## src/rtl/resize_job_scheduler_if.sv

```systemverilog
// Job handshake between the resize scheduler and the cubic-engine control.
// With ROW_REUSE_EN defined the bundle also carries job_new_rows.
interface resize_job_scheduler_if #(
    parameter int unsigned ADDR_W = 12
);
    logic              job_valid;
    logic              job_ready;
    logic [5:0]        job_th;
    logic [5:0]        job_tv;
    logic [6:0]        job_src_h;
    logic [6:0]        job_src_v;
    logic [5:0]        job_rem_h;
    logic [5:0]        job_rem_v;
    logic [ADDR_W-1:0] job_addr;
    logic              job_last;
`ifdef ROW_REUSE_EN
    logic [2:0]        job_new_rows;
`endif

    modport master (
        output job_valid, job_th, job_tv, job_src_h, job_src_v,
               job_rem_h, job_rem_v, job_addr, job_last,
`ifdef ROW_REUSE_EN
               job_new_rows,
`endif
        input  job_ready
    );

    modport slave (
        input  job_valid, job_th, job_tv, job_src_h, job_src_v,
               job_rem_h, job_rem_v, job_addr, job_last,
`ifdef ROW_REUSE_EN
               job_new_rows,
`endif
        output job_ready
    );
endinterface

```

## src/rtl/resize_job_scheduler.sv

```systemverilog
// Walks the TW x TH target grid row-major and issues one resize job per pixel, using
// divider-free quotient/remainder accumulation. Optional macro: ROW_REUSE_EN (job_new_rows).
module resize_job_scheduler #(
    parameter int unsigned IMG_DIM = 100,
    parameter int unsigned ADDR_W  = 12
) (
    input  logic                   CLK,
    input  logic                   RST,
    input  logic                   start,
    input  logic [6:0]             H0,
    input  logic [6:0]             V0,
    input  logic [4:0]             SW,
    input  logic [4:0]             SH,
    input  logic [5:0]             TW,
    input  logic [5:0]             TH,
    resize_job_scheduler_if.master job,
    output logic                   busy,
    output logic                   done,
    output logic                   cfg_err
);

    typedef enum logic [2:0] {
        StIdle, StLoad, StCheck, StEmit, StStepH, StStepV, StDone
    } state_t;

    state_t            state_q, state_d;
    logic [6:0]        cfg_h0_q, cfg_h0_d, cfg_v0_q, cfg_v0_d;
    logic [4:0]        cfg_sw_q, cfg_sw_d, cfg_sh_q, cfg_sh_d;
    logic [5:0]        cfg_tw_q, cfg_tw_d, cfg_th_q, cfg_th_d;
    logic [5:0]        col_q, col_d, row_q, row_d;
    logic [4:0]        quot_h_q, quot_h_d, quot_v_q, quot_v_d;
    logic [6:0]        rem_h_q, rem_h_d, rem_v_q, rem_v_d;
    logic [ADDR_W-1:0] addr_q, addr_d;
    logic              cfg_err_q, cfg_err_d;
`ifdef ROW_REUSE_EN
    logic [4:0]        prev_quot_v_q, prev_quot_v_d;
    logic              first_q, first_d;
    logic [4:0]        row_delta;
`endif

    logic [6:0] sw_m1, sh_m1, tw_m1, th_m1;
    logic [7:0] h_end, v_end;
    logic       last_col, last_row, cfg_bad;
    logic       h_carry, v_carry;
    logic [6:0] rem_h_red, rem_v_red;

    assign sw_m1 = 7'(cfg_sw_q) - 7'd1;
    assign sh_m1 = 7'(cfg_sh_q) - 7'd1;
    assign tw_m1 = 7'(cfg_tw_q) - 7'd1;
    assign th_m1 = 7'(cfg_th_q) - 7'd1;
    assign h_end = 8'(cfg_h0_q) + 8'(cfg_sw_q);
    assign v_end = 8'(cfg_v0_q) + 8'(cfg_sh_q);

    assign last_col = (col_q == cfg_tw_q - 6'd1);
    assign last_row = (row_q == cfg_th_q - 6'd1);
    assign cfg_bad  = (cfg_tw_q < 6'd2) || (cfg_th_q < 6'd2) || (cfg_sw_q < 5'd2) ||
                      (cfg_sh_q < 5'd2) || (h_end > 8'(IMG_DIM)) || (v_end > 8'(IMG_DIM));

    // One normalisation step: at most one subtraction of T-1 per cycle.
    assign h_carry   = (rem_h_q >= tw_m1);
    assign v_carry   = (rem_v_q >= th_m1);
    assign rem_h_red = h_carry ? rem_h_q - tw_m1 : rem_h_q;
    assign rem_v_red = v_carry ? rem_v_q - th_m1 : rem_v_q;

    always_comb begin
        state_d   = state_q;
        cfg_h0_d  = cfg_h0_q;
        cfg_v0_d  = cfg_v0_q;
        cfg_sw_d  = cfg_sw_q;
        cfg_sh_d  = cfg_sh_q;
        cfg_tw_d  = cfg_tw_q;
        cfg_th_d  = cfg_th_q;
        col_d     = col_q;
        row_d     = row_q;
        quot_h_d  = quot_h_q;
        quot_v_d  = quot_v_q;
        rem_h_d   = rem_h_q;
        rem_v_d   = rem_v_q;
        addr_d    = addr_q;
        cfg_err_d = cfg_err_q;
`ifdef ROW_REUSE_EN
        prev_quot_v_d = prev_quot_v_q;
        first_d       = first_q;
`endif

        unique case (state_q)
            StIdle, StDone: begin
                if (start) begin
                    cfg_err_d = 1'b0;
                    state_d   = StLoad;
                end
            end
            StLoad: begin
                cfg_h0_d = H0;
                cfg_v0_d = V0;
                cfg_sw_d = SW;
                cfg_sh_d = SH;
                cfg_tw_d = TW;
                cfg_th_d = TH;
                col_d    = '0;
                row_d    = '0;
                quot_h_d = '0;
                quot_v_d = '0;
                rem_h_d  = '0;
                rem_v_d  = '0;
                addr_d   = '0;
`ifdef ROW_REUSE_EN
                prev_quot_v_d = '0;
                first_d       = 1'b1;
`endif
                state_d  = StCheck;
            end
            StCheck: begin
                if (cfg_bad) begin
                    cfg_err_d = 1'b1;
                    state_d   = StDone;
                end else begin
                    state_d   = StEmit;
                end
            end
            StEmit: begin
                if (job.job_ready) begin
                    addr_d = addr_q + 1'b1;
`ifdef ROW_REUSE_EN
                    prev_quot_v_d = quot_v_q;
                    first_d       = 1'b0;
`endif
                    if (last_col && last_row) begin
                        state_d = StDone;
                    end else if (last_col) begin
                        col_d    = '0;
                        quot_h_d = '0;
                        rem_h_d  = '0;
                        row_d    = row_q + 6'd1;
                        rem_v_d  = rem_v_q + sh_m1;
                        state_d  = StStepV;
                    end else begin
                        col_d   = col_q + 6'd1;
                        rem_h_d = rem_h_q + sw_m1;
                        state_d = StStepH;
                    end
                end
            end
            StStepH: begin
                rem_h_d  = rem_h_red;
                quot_h_d = quot_h_q + 5'(h_carry);
                state_d  = (rem_h_red >= tw_m1) ? StStepH : StEmit;
            end
            StStepV: begin
                rem_v_d  = rem_v_red;
                quot_v_d = quot_v_q + 5'(v_carry);
                state_d  = (rem_v_red >= th_m1) ? StStepV : StEmit;
            end
            default: state_d = StIdle;
        endcase
    end

    always_ff @(posedge CLK) begin
        if (RST) begin
            state_q   <= StIdle;
            cfg_h0_q  <= '0;
            cfg_v0_q  <= '0;
            cfg_sw_q  <= '0;
            cfg_sh_q  <= '0;
            cfg_tw_q  <= '0;
            cfg_th_q  <= '0;
            col_q     <= '0;
            row_q     <= '0;
            quot_h_q  <= '0;
            quot_v_q  <= '0;
            rem_h_q   <= '0;
            rem_v_q   <= '0;
            addr_q    <= '0;
            cfg_err_q <= 1'b0;
`ifdef ROW_REUSE_EN
            prev_quot_v_q <= '0;
            first_q       <= 1'b0;
`endif
        end else begin
            state_q   <= state_d;
            cfg_h0_q  <= cfg_h0_d;
            cfg_v0_q  <= cfg_v0_d;
            cfg_sw_q  <= cfg_sw_d;
            cfg_sh_q  <= cfg_sh_d;
            cfg_tw_q  <= cfg_tw_d;
            cfg_th_q  <= cfg_th_d;
            col_q     <= col_d;
            row_q     <= row_d;
            quot_h_q  <= quot_h_d;
            quot_v_q  <= quot_v_d;
            rem_h_q   <= rem_h_d;
            rem_v_q   <= rem_v_d;
            addr_q    <= addr_d;
            cfg_err_q <= cfg_err_d;
`ifdef ROW_REUSE_EN
            prev_quot_v_q <= prev_quot_v_d;
            first_q       <= first_d;
`endif
        end
    end

`ifdef ROW_REUSE_EN
    // quot_v never decreases within a frame, so the difference is non-negative.
    assign row_delta = quot_v_q - prev_quot_v_q;
`endif

    always_comb begin
        job.job_valid = (state_q == StEmit);
        job.job_th    = col_q;
        job.job_tv    = row_q;
        job.job_src_h = cfg_h0_q + 7'(quot_h_q);
        job.job_src_v = cfg_v0_q + 7'(quot_v_q);
        job.job_rem_h = rem_h_q[5:0];
        job.job_rem_v = rem_v_q[5:0];
        job.job_addr  = addr_q;
        job.job_last  = last_col && last_row;
`ifdef ROW_REUSE_EN
        if (first_q) begin
            job.job_new_rows = 3'd4;
        end else if (row_delta > 5'd4) begin
            job.job_new_rows = 3'd4;
        end else begin
            job.job_new_rows = row_delta[2:0];
        end
`endif
        busy    = (state_q == StLoad) || (state_q == StCheck) || (state_q == StEmit) ||
                  (state_q == StStepH) || (state_q == StStepV);
        done    = (state_q == StDone);
        cfg_err = cfg_err_q;
    end

endmodule

```

## src/flat_wrapper.sv

```systemverilog
// flat-port wrapper written by rule: the top's interface ports become plain ports
module resize_job_scheduler_flat 
#(
    parameter int unsigned IMG_DIM = 100,
    parameter int unsigned ADDR_W  = 12
)
  (CLK, RST, start, H0, V0, SW, SH, TW, TH, busy, done, cfg_err, job_job_valid, job_job_th, job_job_tv, job_job_src_h, job_job_src_v, job_job_rem_h, job_job_rem_v, job_job_addr, job_job_last, job_job_ready);
  resize_job_scheduler_if #(.ADDR_W(ADDR_W)) job_i ();
  input  logic CLK;
  input  logic RST;
  input  logic start;
  input  logic [6:0] H0;
  input  logic [6:0] V0;
  input  logic [4:0] SW;
  input  logic [4:0] SH;
  input  logic [5:0] TW;
  input  logic [5:0] TH;
  output logic busy;
  output logic done;
  output logic cfg_err;
  output wire logic [$bits(job_i.job_valid)-1:0] job_job_valid;
  output wire logic [$bits(job_i.job_th)-1:0] job_job_th;
  output wire logic [$bits(job_i.job_tv)-1:0] job_job_tv;
  output wire logic [$bits(job_i.job_src_h)-1:0] job_job_src_h;
  output wire logic [$bits(job_i.job_src_v)-1:0] job_job_src_v;
  output wire logic [$bits(job_i.job_rem_h)-1:0] job_job_rem_h;
  output wire logic [$bits(job_i.job_rem_v)-1:0] job_job_rem_v;
  output wire logic [$bits(job_i.job_addr)-1:0] job_job_addr;
  output wire logic [$bits(job_i.job_last)-1:0] job_job_last;
  input wire logic [$bits(job_i.job_ready)-1:0] job_job_ready;
  assign job_job_valid = job_i.job_valid;
  assign job_job_th = job_i.job_th;
  assign job_job_tv = job_i.job_tv;
  assign job_job_src_h = job_i.job_src_h;
  assign job_job_src_v = job_i.job_src_v;
  assign job_job_rem_h = job_i.job_rem_h;
  assign job_job_rem_v = job_i.job_rem_v;
  assign job_job_addr = job_i.job_addr;
  assign job_job_last = job_i.job_last;
  assign job_i.job_ready = job_job_ready;
  resize_job_scheduler #(.IMG_DIM(IMG_DIM), .ADDR_W(ADDR_W)) u_core (.CLK(CLK), .RST(RST), .start(start), .H0(H0), .V0(V0), .SW(SW), .SH(SH), .TW(TW), .TH(TH), .job(job_i), .busy(busy), .done(done), .cfg_err(cfg_err));
endmodule
```

## config.mk

```make
export PLATFORM = sky130hd
export DESIGN_NAME = resize_job_scheduler_flat
export DESIGN_NICKNAME = d
export VERILOG_FILES = /design/src/rtl/resize_job_scheduler_if.sv /design/src/rtl/resize_job_scheduler.sv /design/src/flat_wrapper.sv
export SDC_FILE = /design/constraint.sdc
export NUM_CORES = 1
export LEC_CHECK = 0
export CORE_UTILIZATION = 55
export DETAILED_ROUTE_END_ITERATION = 10
export PLACE_DENSITY = 0.87
export SYNTH_ARGS = -nofsm -noshare
export SYNTH_HDL_FRONTEND = slang
export SYNTH_SLANG_ARGS = --single-unit
```

## constraint.sdc

```tcl
create_clock -name CLK -period 6.3 [get_ports CLK]
set_input_delay 1.575 -clock CLK [delete_from_list [all_inputs] [get_ports CLK]]
set_output_delay 1.575 -clock CLK [all_outputs]
set_load 0.01 [all_outputs]
```

==> results by group <==
Die
  – Core area: 12,700 sq um
  – Row cnt: 41
  – Die Span Y: 117 um
  – I/O pin total: 95
  – Starting Density: 57.1%
  – Die width: 117 um
  – Full die area: 13,700 sq um

Critical path
  – Crit-path most repeated cell: ha_1
  – CP endpoint kind: flip-flop
  – CP top delay family: compound AO/OA/AOI/OAI gates
  – Reg-to-reg slack, setup: 800 ps
  – Cells on worst reg2reg path: 19
  – CP bufs+invs: 1
  – Slowest stage cell, crit path: dfxtp_1
  – Startpoint type of the worst setup path: flip-flop
  – Setup Crit Path Kind: reg -> reg
  – Worst R2R Start: u_core.cfg_th_q[0]$_SDFFE_PP0P_
  – Worst path cell trace: inv_1 > ha_1 > xnor2_1 > ha_1 > and3b_1 > o311ai_0 > a21o_2 > a311oi_2 > nor2_4 > mux2_2 > ha_1 > a21oi_1 > a21bo_2 > maj3_1 > o21ai_1 > o311ai_1 > a211o_2 > nor4_1 > o31a_1
  – RR Endpoint: u_core.state_q[1]$_SDFFE_PP0P_
  – Critical path fanouts, max: 10
  – CP peak stage delay: 510 ps
  – CP arrival: 5800 ps
  – WP data required: 6600 ps

Timing
  – Fmax: 182 MHz
  – Worst Tran Pin Value: 824 ps
  – Final Skew: 6.37 ps
  – Pins Over Slew Limit: 0
  – Setup TNS: 0 ps
  – Final min period: 5500 ps
  – Final Hold Viols: 0
  – Relative slew margins: 44.7%
  – Period utilization: 87.3%
  – Unrepaired setup endpoints after global routing: no
  – Fin Hold WS: 478 ps
  – Final setup fails: 0

Synth
  – Synth cell types: 87
  – Yosys top cell area share: 24.3%
  – Async set or reset register ratio after synthesis: 0%
  – Top-count cell post-synth: nand2_1
  – Cell area after synthesis: 7260 sq um
  – Mapped Cells: 923
  – Ys Warns: 0
  – Yosys reg bits: 88
  – Synth Flop Type: dfxtp_1
  – Post-synth top cells: nand2_1 (129), dfxtp_1 (88), a21oi_1 (82), nor2_1 (77), ha_1 (61)
  – Seq/Total Area, Yosys: 24.3%
  – Leading post-synthesis cells by cell area: dfxtp_1 (24%), ha_1 (11%), nand2_1 (6.7%), a21oi_1 (5.7%), xnor2_1 (5.4%)
  – Post-synth EDFFs: 0
  – Syn Nets: 1,032
  – Avg Inst Size Synth: 7.86 sq um
  – Synth area leader: dfxtp_1

GRT
  – Met2 GRT Util: 48.6%
  – Total grt overflow: 0
  – Largest net degree at the start of global routing: 63
  – Vias in the first global route: 6,438
  – Met3 GRT Util: 5.41%
  – First-pass GRT wire length: 30,300 um
  – GRT met1 Usage: 34.9%
  – GRT Total Usage: 28.5%
  – Grt peak-use layer: met2
  – Initial antenna violation count: 0

Routing
  – DR vias: 6,902
  – Post-route ant nets: 0
  – WL/cell: 16.2 um
  – Drt first pass iters: 5
  – DRC viols: 0
  – Vias per cell: 5.94
  – DRT Wirelength: 18,900 um
  – Iter 0 DRT Violations: 445

Pwr
  – Leakage: 3.43 nW
  – Cell Pwr Density: 280 nW/um^2
  – Max IR drop VDD: 0.235 mV

Placed design
  – Dpl cell area: 8210 sq um
  – Placed cells: 1,146
  – Gpl congestion: 0.867
  – IO Port Bufs: 94
  – DP HPWL: 14,000 um

CTS
  – Clk sinks: 88
  – Post-CTS Setup Bufs: 0
  – H-tree depth: 3
  – Clock Latency Late Sink: 360 ps
  – CTS max path bufs: 2
  – TritonCTS clock tree: yes
  – Post-CTS sizing: 0
  – CTS Hold Bufs: 0
  – CTS root buffer: clkbuf_16
  – Num CTS Buffers: 9
  – Worst-path clk slew: 70 ps

Layout
  – Post-layout instance area: 8520 sq um
  – Fin cells: 1,162
  – Filler cells: 1,080
  – Layout cells sized above 1: 5.35%
  – Final nets: 1,094
  – ANT cells: 0
  – P&R area growth vs syn: 17.4%

Worst hold path
  – Hold path depth: 2
  – Min-Delay Endpoint: u_core.cfg_err$_SDFFE_PP0P_
  – Hold Startpoint: u_core.cfg_err$_SDFFE_PP0P_
  – Hold WC Path Type: reg -> reg

Run status
  – Status: finished clean

Run
  – Max_cap viols: 0
==> kinds of logic after synthesis <==
logic type | Yosys count | share of synthesized area, %
buffers and inverters | 106 | 6.29
adder cells (fa/ha/maj) | 76 | 13.7
flip-flops | 88 | 24.3
XOR/XNOR | 82 | 11.0
AND/OR/NAND/NOR | 322 | 20.9
AO/OA/AOI/OAI | 235 | 21.7
multiplexers | 14 | 2.10
==> cell type report <==
class / count / area, sq um / share of cell area [%]
clock buffers: 10 / 239 / 2.80
clock inverters: 6 / 72.6 / 0.852
inverters: 58 / 218 / 2.55
multi-input cells: 729 / 5040 / 59.2
flip-flops and latches: 88 / 1760 / 20.7
well taps: 172 / 215 / 2.53
repair buffers: 99 / 973 / 11.4
==> per-layer routing <==
| metal | up-vias | routed length [um] |
|---|---|---|
| li1 | 3363 | - |
| met5 | - | 0 |
| met2 | 266 | 8970 |
| met1 | 3223 | 8110 |
| met4 | 0 | 602 |
| met3 | 50 | 1180 |
==> where the power goes <==
group	internal (W)	leakage (nW)	switching [W]
registers	0.000606	0.714	0.0000850
logic	0.000484	2.56	0.000632
clock network	0.000325	0.156	0.000252
==> placed cells by master (no fill, tap or decap), types with 4 or more instances in the layout <==
cell,instances
clkbuf_16,9
mux2i_1,7
o21a_1,7
nor3_1,19
and3_1,11
nand2b_1,8
nor2b_1,11
maj3_1,6
dfxtp_1,88
a221oi_1,4
xnor2_1,45
xnor3_1,5
nand2_1,129
nor2_1,76
o31a_1,4
a221o_1,4
a21oi_1,82
fa_1,8
o211ai_1,8
or2_2,6
nand4_1,7
o21bai_1,5
o21ai_0,35
nand3_1,11
a211oi_1,10
o31ai_1,8
mux2_2,6
inv_1,58
nand3b_1,6
buf_4,5
clkdlybuf4s50_1,93
nor4_1,6
a31oi_1,6
or3_1,8
ha_1,61
and2_1,5
xor2_1,31
a21o_1,17
==> worst register-to-register path, delay by kind of cell (launching register included) <==
kind	cells	cell delay, ps
compound gates	9	2140
fa+ha+maj	4	1260
simple gates	3	680
flops	1	510
mux	1	400
xor+xnor	1	330
buf+inv	1	140
==> per-stage QoR <==
step	utilization, %	total power (W)	worst slack [ps]
finish	67.0	0.00238	798
global route	67.0	0.00254	351
floorplan	-	0.00151	1530
CTS	67.0	0.00238	813
detailed placement	64.5	0.00179	843
global placement	64.5	0.00177	1030
==> worst max path at each step <==
stage / cells past startpoint / start / end / slack (ps)
after floorplan: 20 / u_core.cfg_th_q[0]$_SDFFE_PP0P_ / u_core.state_q[1]$_SDFFE_PP0P_ / 1530
after global placement: 19 / u_core.cfg_th_q[0]$_SDFFE_PP0P_ / u_core.state_q[1]$_SDFFE_PP0P_ / 1030
after detailed placement: 19 / u_core.cfg_th_q[0]$_SDFFE_PP0P_ / u_core.state_q[1]$_SDFFE_PP0P_ / 840
after CTS: 19 / u_core.cfg_th_q[0]$_SDFFE_PP0P_ / u_core.state_q[1]$_SDFFE_PP0P_ / 810
after global routing: 19 / u_core.cfg_th_q[0]$_SDFFE_PP0P_ / u_core.state_q[1]$_SDFFE_PP0P_ / 350
final: 19 / u_core.cfg_th_q[0]$_SDFFE_PP0P_ / u_core.state_q[1]$_SDFFE_PP0P_ / 800
==> flip-flops by register name, indices dropped and copies added, names as in the netlist <==
signal / count
u_core.state_q: 3
u_core.quot_h_q: 5
u_core.rem_h_q: 7
u_core.cfg_th_q: 6
u_core.cfg_tw_q: 6
u_core.cfg_h0_q: 7
u_core.quot_v_q: 5
u_core.job.job_th: 6
u_core.job.job_tv: 6
u_core.job.job_addr: 12
u_core.cfg_sh_q: 5
u_core.rem_v_q: 7
u_core.cfg_v0_q: 7
u_core.cfg_sw_q: 5
u_core.cfg_err: 1
No activity file was read; power rests on OpenSTA's default activity.
